--- config.mk ---
export PLATFORM = sky130hd
export DESIGN_NAME = prog_loader
export DESIGN_NICKNAME = d
export VERILOG_FILES = /design/src/rtl/prog_loader.sv
export SDC_FILE = /design/constraint.sdc
export NUM_CORES = 1
export LEC_CHECK = 0
export CORE_MARGIN = 1
export CORE_UTILIZATION = 30
export CTS_CLUSTER_SIZE = 10
export DETAILED_ROUTE_END_ITERATION = 10
export PLACE_DENSITY = 0.56
export SYNTH_ARGS = -nofsm -noshare
export SYNTH_HDL_FRONTEND = slang
export SYNTH_SLANG_ARGS = --single-unit
--- constraint.sdc ---
create_clock -name clk -period 4.4 [get_ports clk]
set_clock_uncertainty 0.15 [all_clocks]
set_input_delay 0.44 -clock clk [delete_from_list [all_inputs] [get_ports clk]]
set_output_delay 0.44 -clock clk [all_outputs]
set_load 0.005 [all_outputs]
--- src/rtl/prog_loader.sv ---
// Serial program loader: assembles big-endian 32-bit words from a byte stream,
// writes them into instruction memory and releases the processor when done.
module prog_loader #(
  parameter int ADDR_W = 6
) (
  input  logic              clk,
  input  logic              reset,
  input  logic              start,
  input  logic              abort,
  input  logic [ADDR_W:0]   word_count,
  input  logic [7:0]        byte_in,
  input  logic              byte_valid,
  output logic              byte_ready,
  output logic              mem_we,
  output logic [ADDR_W-1:0] mem_addr,
  output logic [31:0]       mem_wdata,
  output logic              run,
  output logic              busy,
  output logic              load_done,
  output logic [ADDR_W:0]   words_loaded
);

  typedef enum logic [1:0] {
    S_IDLE = 2'd0,
    S_LOAD = 2'd1,
    S_DONE = 2'd2
  } state_t;

  // A latched word_count of zero stands for a full memory image.
  localparam logic [ADDR_W:0] DEPTH = {1'b1, {ADDR_W{1'b0}}};

  state_t            state_q, state_d;
  logic [ADDR_W:0]   wc_q, wc_d;
  logic [1:0]        cnt_q, cnt_d;
  logic [23:0]       asm_q, asm_d;
  logic              we_d, run_d, busy_d, done_d;
  logic [ADDR_W-1:0] addr_d;
  logic [31:0]       wdata_d;
  logic [ADDR_W:0]   wl_d;
  logic [ADDR_W:0]   eff_count;
  logic [ADDR_W:0]   wl_inc;

  assign byte_ready = (state_q == S_LOAD);
  assign eff_count  = (wc_q == '0) ? DEPTH : wc_q;
  assign wl_inc     = words_loaded + {{ADDR_W{1'b0}}, 1'b1};

  // NOTE: every signal gets a default before the case so no path leaves one
  // unassigned; otherwise synthesis would infer a latch to hold the old value.
  always_comb begin
    state_d = state_q;
    wc_d    = wc_q;
    cnt_d   = cnt_q;
    asm_d   = asm_q;
    we_d    = 1'b0;
    done_d  = 1'b0;
    addr_d  = mem_addr;
    wdata_d = mem_wdata;
    wl_d    = words_loaded;

    unique case (state_q)
      S_IDLE, S_DONE: begin
        if (start) begin
          state_d = S_LOAD;
          wc_d    = word_count;
          cnt_d   = 2'd0;
          asm_d   = 24'd0;
          addr_d  = '0;
          wl_d    = '0;
        end
      end
      S_LOAD: begin
        if (abort) begin
          // Abort wins over a concurrently accepted byte: the partial word is dropped.
          state_d = S_IDLE;
          cnt_d   = 2'd0;
          asm_d   = 24'd0;
        end else if (byte_valid) begin
          cnt_d = cnt_q + 2'd1;
          asm_d = {asm_q[15:0], byte_in};
          if (cnt_q == 2'd3) begin
            we_d    = 1'b1;
            addr_d  = words_loaded[ADDR_W-1:0];
            wdata_d = {asm_q, byte_in};
            wl_d    = wl_inc;
            asm_d   = 24'd0;
            if (wl_inc == eff_count) begin
              state_d = S_DONE;
              done_d  = 1'b1;
            end
          end
        end
      end
      default: state_d = S_IDLE;
    endcase

    run_d  = (state_d == S_DONE);
    busy_d = (state_d == S_LOAD);
  end

  // NOTE: state registers use non-blocking assignments so every flop samples
  // the pre-edge values regardless of statement order.
  always_ff @(posedge clk) begin
    if (reset) begin
      state_q      <= S_IDLE;
      wc_q         <= '0;
      cnt_q        <= 2'd0;
      asm_q        <= 24'd0;
      mem_we       <= 1'b0;
      mem_addr     <= '0;
      mem_wdata    <= 32'd0;
      run          <= 1'b0;
      busy         <= 1'b0;
      load_done    <= 1'b0;
      words_loaded <= '0;
    end else begin
      state_q      <= state_d;
      wc_q         <= wc_d;
      cnt_q        <= cnt_d;
      asm_q        <= asm_d;
      mem_we       <= we_d;
      mem_addr     <= addr_d;
      mem_wdata    <= wdata_d;
      run          <= run_d;
      busy         <= busy_d;
      load_done    <= done_d;
      words_loaded <= wl_d;
    end
  end

endmodule

# Yosys cells after proc, flatten, opt, wreduce, memory -nomap -nowiden

Cells that the tools add are included.

Flip-flop bits (word level): 84
Bits of input ports: 20
Output and inout port bits: 50
Logic and storage cells: 66

Add/subtract/negate cells: 2
Eq/ne operators: 11
Multiplexer cells: 28
Bitwise logic cells: 4
Reduce and logical (&&, ||, !) cells: 10

Operators with widths:

| kind                  | number |
|---|---|
| $mux W24              | 4 |
| $pmux W24 S2          | 1 |
| $mux W7               | 5 |
| $mux W6               | 4 |
| $mux W2               | 8 |
| $pmux W7 S2           | 1 |
| $pmux W6 S2           | 1 |
| $pmux W2 S2           | 2 |
| $add A7 B1 Y7 const B | 1 |
| $eq A7 B7 Y1          | 1 |
| $logic_not A7 Y1      | 1 |
| $eq A2 B2 Y1 const B  | 3 |
| $ne A2 B2 Y1 const B  | 3 |
| $reduce_and A5 Y1     | 1 |
| $reduce_or A5 Y1      | 1 |
| $eq A2 B1 Y1 const B  | 2 |
| $not A1 Y1            | 4 |
| $reduce_and A4 Y1     | 1 |
| $reduce_or A4 Y1      | 1 |
| $ne A3 B3 Y1 const B  | 1 |
| $reduce_and A3 Y1     | 1 |
| $add A2 B1 Y2 const B | 1 |
| $logic_not A2 Y1      | 1 |
| $mux W1               | 2 |
| 4 further kinds       | 4 |

# Longest topological paths before layout

Gate-level depths: netlist of run 1.

Depth after elaboration: 9
Gate-level depth with buffers: 7
Depth with buffers taken out: 6

# Least setup slack after synthesis of run 1

No wires, ideal clock.

Path kind: register -> register
Start point: reg words_loaded[0]
End point: reg busy
Setup time: 120 ps
Data arrival time: 1968 ps
Required time: 4130 ps
Path slack: 2163 ps
Cell stages (with the launch flop): 8
Buffers on the path: 1
Clock period less this slack: 2237 ps
Cells stage by stage: dfxtp_1 > ha_1 > and3_1 > and3_1 > buf_4 > xnor3_1 > a2bb2oi_2 > o31a_1

Word-level cells in the longest chain between the ends: 8

RTL lines:

| element                  | line | source |
|---|---|---|
| start: declaration       | 20   | `output logic [ADDR_W:0] words_loaded` |
| start signal: assignment | 126  | `words_loaded <= wl_d;` |
| $add A7 B1 Y7            | 45   | `assign wl_inc = words_loaded + {{ADDR_W{1'b0}}, 1'b1};` |
| $eq A7 B7 Y1             | 86   | `if (wl_inc == eff_count) begin` |
| $mux W2                  | 86   |  |
| $mux W2                  | 80   | `if (cnt_q == 2'd3) begin` |
| $mux W2                  | 77   | `end else if (byte_valid) begin` |
| $mux W2                  | 72   | `if (abort) begin` |
| $pmux W2 S2              | 60   | `unique case (state_q)` |
| $eq A2 B1 Y1             | 97   | `busy_d = (state_d == S_LOAD);` |
| end signal: assignment   | 124  | `busy <= busy_d;` |
| end: declaration         | 18   | `output logic busy,` |

No other way between the ends.
A chain may end at the register's enable or synchronous reset.

# Worst setup path in the final report of run 1

Start point: reg state_q[0]
End point: out byte_ready

Word-level cells in the longest chain between the ends: 1

RTL lines:

| element                  | line | source |
|---|---|---|
| start: declaration       | 32   | `state_t state_q, state_d;` |
| start signal: assignment | 116  | `state_q <= state_d;` |
| $eq A2 B1 Y1             | 43   | `assign byte_ready = (state_q == S_LOAD);` |
| end: declaration         | 13   | `output logic byte_ready,` |

No other way between the ends.

==> run summary, run 1 <==
Reg2reg path depth: 6
Buf+Inv Stages, Crit Path: 1
CTS sink cnt: 84
Met2 Use GR: 26.3%
FF+latch count, synth: 84
Number of global-route vias before repair: 2757
Number of DRC markers in iteration 0: 88
RR Endpoint: busy
Max VDD drop: 0.197 mV
DIE WIDTH: 105 um
Logic pwr share: 5.6%
Detail-routed net length per standard cell: 13.7 um
Maxcap violations: 0
Register Area: 0.00168 sq mm
CP required: 3.81 ns
Fin crit period: 2.65 ns
Cell area power density: 349 mW/mm^2
Setup violators final: 0
Crit Path Max Fanout: 11
Htree depth: 3
Net Count, Synth: 401
Seq/Total Area, Yosys: 52.9%
Routed vias: 2791
Starting Density: 30.9%
GR Layer Usage met3: 3.81%
Port Buffer Count: 69
Net Sw Power: 0.325 mW
Layout area overhead: 31.6%
Post-Syn Area: 0.00318 sq mm
CTS tree: yes
Share of cells above drive strength 1: 5.69%
ANT cells: 0
Initial antenna violation count: 0
Design area: 0.00418 sq mm
Total global-route track usage: 14.9%
Final hold violation count: 0
Fmax: 377 MHz
DIE AREA: 0.0110 sq mm
Crit path largest cell delay: 0.69 ns
Final Cycle Share: 60.2%
Setup TNS Final: 0 ns
First-pass GRT wire length: 13200 um
LEAKAGE: 1.40 nW
CTS hold repair buffers: 0
RR Startpoint: words_loaded[0]
Switching Share: 22.3%
Vias/cell: 4.85
Top Usage Layer GRT: met2
Hold endpoint: mem_wdata[24]
Outcome: complete, no violations
RSZ-0062 raised after global routing: false
Internal power: 1.14 mW
Placed Area: 0.00396 sq mm
Drt total wl: 7880 um
Drt drc: 0
Ports: 70
Syn Inst Count: 379
Fillers: 1057
CTS Buffer Depth: 2
Post-DRT Antenna Nets: 0
Synthesized area per cell: 8.39 sq um
CTS-repair resized insts: 0
Worst-Margin Slew: 1.29 ns
Clock share of power: 41.5%
Crit path launch type: flip-flop
Total grt overflow: 0
Post-DP HPWL: 5150 um
Type of the worst setup path: reg2out
Part of the power in registers: 52.8%
Fin. max-slew vios: 0
Crit-path cells: nor2b_1 -> clkdlybuf4s50_1
Worst Path Arrival: 2.06 ns
CTS Root Cell: clkbuf_8
Clock insertion delay at the later pin of the skew report: 0.35 ns
Total CTS buffers: 9
Relative slew slack: 14.1%
Flop-to-flop setup slack: 1.84 ns
Site Rows: 37
Multi-input gate area: 0.00139 sq mm
Die Y: 105 um
Clock transition at path regs: 0.08 ns
Final nets: 457
Placer Congestion: 0.734
Setup Buffers After CTS: 0
Synth warnings: 0
WHS Path Cells: 2
Synth cell types: 35
Largest net degree at the start of global routing: 83
Core ar.: 0.0103 sq mm
Worst path top cell family by delay: simple AND/OR/NAND/NOR gates
Met1 usage: 17.6%
Hold_sp: asm_q[16]
CP Capture Type: primary output
Slowest cell on the critical path: nor2b_1
Min-delay worst type: reg2reg
DR pass1 iterations: 5
-- through the flow --
step	worst slack [ns]	utilization (%)	total power, mW	hold WS, ns	instances
floorplan	2.16	-	0.838	0.282	379
global placement	1.61	38.5	0.872	0.295	560
detailed placement	1.56	38.5	0.873	0.299	560
CTS	1.72	40.7	1.49	0.312	575
global route	1.61	40.7	1.53	0.335	575
finish	1.75	40.7	1.46	0.309	575
-- sequential cells by signal, indices dropped and copies added (netlist names), 2 cells and up --
register      flops
mem_wdata        32
asm_q            24
wc_q              7
words_loaded      7
mem_addr          6
cnt_q             2
state_q           2
-- cells in the final DEF, fill, tap and decap left out, drive strengths merged, types with 2 or more instances in the layout --
cell type,Yosys,final
ha,2,2
nand2b,2,2
a22oi,24,24
nor2,36,36
nor3b,2,2
nor2b,3,3
bufinv,0,2
nor3,2,2
buf,6,5
clkbuf,22,10
dfxtp,84,84
o31a,2,2
a21oi,57,57
clkdlybuf4s50,0,68
and3,3,3
o21ai,7,7
nand3,11,11
xnor2,5,5
or3,3,3
xor2,3,3
nand2,88,88
nand3b,5,5
-- how the worst max path moves through the flow --
stage                                from         end  slack, ns  cells after the start
after global routing           state_q[0]  byte_ready       1.61                      2
after global placement         byte_valid    cnt_q[1]       1.61                      6
final                          state_q[0]  byte_ready       1.75                      2
after CTS                      state_q[0]  byte_ready       1.72                      2
after floorplan           words_loaded[0]        busy       2.16                      7
after detailed placement            abort         run       1.56                      5
-- power groups by stage --
| stage | clock, mW | sequential, mW | combinational, mW |
|---|---|---|---|
| 2_1_floorplan | 0 | 0.788 | 0.0500 |
| 3_3_place_gp | 0 | 0.790 | 0.0825 |
| 3_5_place_dp | 0 | 0.790 | 0.0828 |
| 4_1_cts | 0.631 | 0.772 | 0.0832 |
| 5_1_grt | 0.661 | 0.773 | 0.0911 |
| 6_report | 0.606 | 0.772 | 0.0825 |
-- cells in the mapped netlist, drive strengths merged --
| cell | count | share of area (%) |
|---|---|---|
| a21boi | 1 | 0.24 |
| a21oi | 57 | 9.0 |
| a221oi | 1 | 0.28 |
| a22oi | 24 | 5.7 |
| a2bb2oi | 1 | 0.47 |
| a31oi | 1 | 0.20 |
| and2 | 1 | 0.20 |
| and2b | 1 | 0.24 |
| and3 | 3 | 0.59 |
| buf | 6 | 0.98 |
| clkbuf | 22 | 2.6 |
| dfxtp | 84 | 53 |
| ha | 2 | 0.79 |
| nand2 | 88 | 10 |
| nand2b | 2 | 0.39 |
| nand3 | 11 | 1.7 |
| nand3b | 5 | 1.2 |
| nand4b | 1 | 0.28 |
| nor2 | 36 | 4.3 |
| nor2b | 3 | 0.59 |
| nor3 | 2 | 0.31 |
| nor3b | 2 | 0.47 |
| o2111ai | 1 | 0.28 |
| o21ai | 7 | 1.1 |
| o21ba | 1 | 0.31 |
| o31a | 2 | 0.55 |
| or2 | 1 | 0.20 |
| or3 | 3 | 0.59 |
| or4b | 1 | 0.31 |
| xnor2 | 5 | 1.4 |
| xnor3 | 1 | 0.71 |
| xor2 | 3 | 0.83 |
-- layer usage --
metal	vias to the layer above	routed length [um]
met3	11	318
met1	1324	3550
met5	-	0
met2	58	3910
met4	0	103
li1	1398	-
-- area by class of cell --
class / count / area share (%)
flip-flops and latches: 84 / 40.2
well taps: 136 / 4.07
clock inverters: 5 / 2.03
clock buffers: 10 / 3.29
repair buffers: 73 / 17.1
multi-input cells: 267 / 33.3
-- worst min-delay path, cell delays in order (launching register included) --
cell,delay [ns]
dfxtp_1,0.32
nand2_1,0.05
a21oi_1,0.05
-- kinds of logic after synthesis --
family | share of synthesized area (%)
compound gates | 18.1
xor+xnor | 2.91
fa+ha+maj | 0.787
buf+inv | 3.58
flops | 52.9
simple gates | 21.7
Power figures use the tool's default switching activity.
==> inputs of run 2 (changes only) <==
==> constraint.sdc (replaced) <==
create_clock -name clk -period 2.58 [get_ports clk]
set_clock_uncertainty 0.15 [all_clocks]
set_input_delay 0.258 -clock clk [delete_from_list [all_inputs] [get_ports clk]]
set_output_delay 0.258 -clock clk [all_outputs]
set_load 0.005 [all_outputs]
==> run 2 against run 1 <==
Net effect:
- routed wire length is 1.8% higher
- critical path depth is 4 higher
- via count up 0.11%
- combinational power is 79% higher
- cell area hardly changed
- core utilization is essentially flat
- die area unchanged
==> run summary, run 2 (synthesis results as in run 1) <==
RSZ-0062 raised after global routing: false
Clock share of power: 36.5%
Fin. max-slew vios: 0
Largest net degree at the start of global routing: 60
CP required: 2.67 ns
Clock transition at path regs: 0.08 ns
Fillers: 1074
Post-DP HPWL: 5370 um
Initial antenna violation count: 0
DIE AREA: 0.0110 sq mm
Most common cell after layout, fill and taps aside: nand2_1
Pre-CTS setup slack: 0.228 ns
Drt drc: 0
Switching Share: 25.1%
Post-DRT Antenna Nets: 0
Slack of the critical path: 0.217 ns
Maxcap violations: 0
DIE WIDTH: 105 um
Drt total wl: 8020 um
Number of global-route vias before repair: 2746
Htree depth: 3
Clock insertion delay at the later pin of the skew report: 0.35 ns
Setup Buffers After CTS: 0
Largest register by flop count: mem_wdata
CTS Buffer Depth: 2
CTS sink cnt: 84
Core ar.: 0.0103 sq mm
Worst-Margin Slew: 0.756 ns
Placer Congestion: 0.741
Site Rows: 37
Worst Path Arrival: 2.45 ns
CTS Root Cell: clkbuf_8
Total grt overflow: 0
Routed vias: 2794
Most frequent cells in the layout: nand2_1 (88), dfxtp_1 (84), clkdlybuf4s50_1 (68)
Vias/cell: 4.81
Part of the power in registers: 57.1%
Type of the worst setup path: reg2reg
ANT cells: 0
Total global-route track usage: 15.1%
First-pass GRT wire length: 13300 um
Largest regs: mem_wdata x32, asm_q x24
Crit Path Max Fanout: 7
CTS tree: yes
Max VDD drop: 0.330 mV
Share of cells above drive strength 1: 6.74%
Net Sw Power: 0.579 mW
Max reg flops: 32
Setup violators final: 0
Total CTS buffers: 9
Starting Density: 30.9%
CP Capture Type: flip-flop
CTS hold repair buffers: 0
Die Y: 105 um
Final hold violation count: 0
Internal power: 1.73 mW
Detail-routed net length per standard cell: 13.8 um
LEAKAGE: 1.41 nW
Fmax: 423 MHz
Tot Pwr: 2.31 mW
Setup TNS Final: 0 ns
Design area: 0.00418 sq mm
Final Cycle Share: 91.6%
Layout area overhead: 31.7%
Flop-to-flop setup slack: 0.22 ns
Min-delay worst type: in2reg
Layout Utilization: 40.7%
Logic pwr share: 6.4%
Fin crit period: 2.36 ns
Relative slew slack: 49.4%
DR pass1 iterations: 5
Number of DRC markers in iteration 0: 99
Cell area power density: 551 mW/mm^2
Placed Area: 0.00401 sq mm
Final nets: 462
Ports: 70
Crit path launch type: flip-flop
Port Buffer Count: 69
CTS-repair resized insts: 0
Outcome: complete, no violations
-- run 2: cell types whose count changed in the layout (fill, tap and decap cells not counted), sizes merged --
cell,before,now
buf,5,10
bufinv,2,0
clkinv,1,3
inv,1,2
-- run 2: worst max-delay path: stages, from the launching register on --
cell and delay, ns:
dfxtp_1 0.42, ha_1 0.33, and3_1 0.24, and3_1 0.27
xnor3_1 0.35, a2bb2oi_2 0.20, o31a_1 0.30
-- run 2: through the flow --
| step | instances | hold slack (ns) |
|---|---|---|
| after global routing | 581 | 0.190 |
| after global placement | 565 | 0.294 |
| after floorplan | 379 | 0.244 |
| final | 581 | 0.183 |
| after detailed placement | 565 | 0.296 |
| after CTS | 581 | 0.170 |
-- run 2: path summary, 6_finish.rpt --
check                       start         endpoint  cells past startpoint
setup reg to reg  words_loaded[1]             busy                      6
hold reg to reg       mem_addr[0]      mem_addr[0]                      2
setup / recovery  words_loaded[1]             busy                      6
hold / removal              reset  words_loaded[5]                      2
-- run 2: final cells by class --
type	count	area (sq um)	area share, %
flip-flops and latches	84	1680	40.2
clock inverters	6	47.5	1.14
repair buffers	78	766	18.3
multi-input cells	267	1390	33.3
well taps	136	170	4.07
clock buffers	10	128	3.05
-- run 2: power by group through the flow --
stage	clock network (mW)	logic [mW]	registers, mW
2_1_floorplan	0	0.0852	1.34
3_3_place_gp	0	0.147	1.35
3_5_place_dp	0	0.148	1.35
4_1_cts	0.879	0.149	1.32
5_1_grt	0.934	0.162	1.32
6_report	0.842	0.148	1.32
-- run 2: per-layer routing --
metal | vias up | wire length [um] | global-route usage [%]
met5 | - | 0 | 0
met4 | 0 | 59 | 3.92
met3 | 6 | 371 | 3.87
met2 | 74 | 3840 | 25.8
met1 | 1312 | 3740 | 18.7
li1 | 1402 | - | -
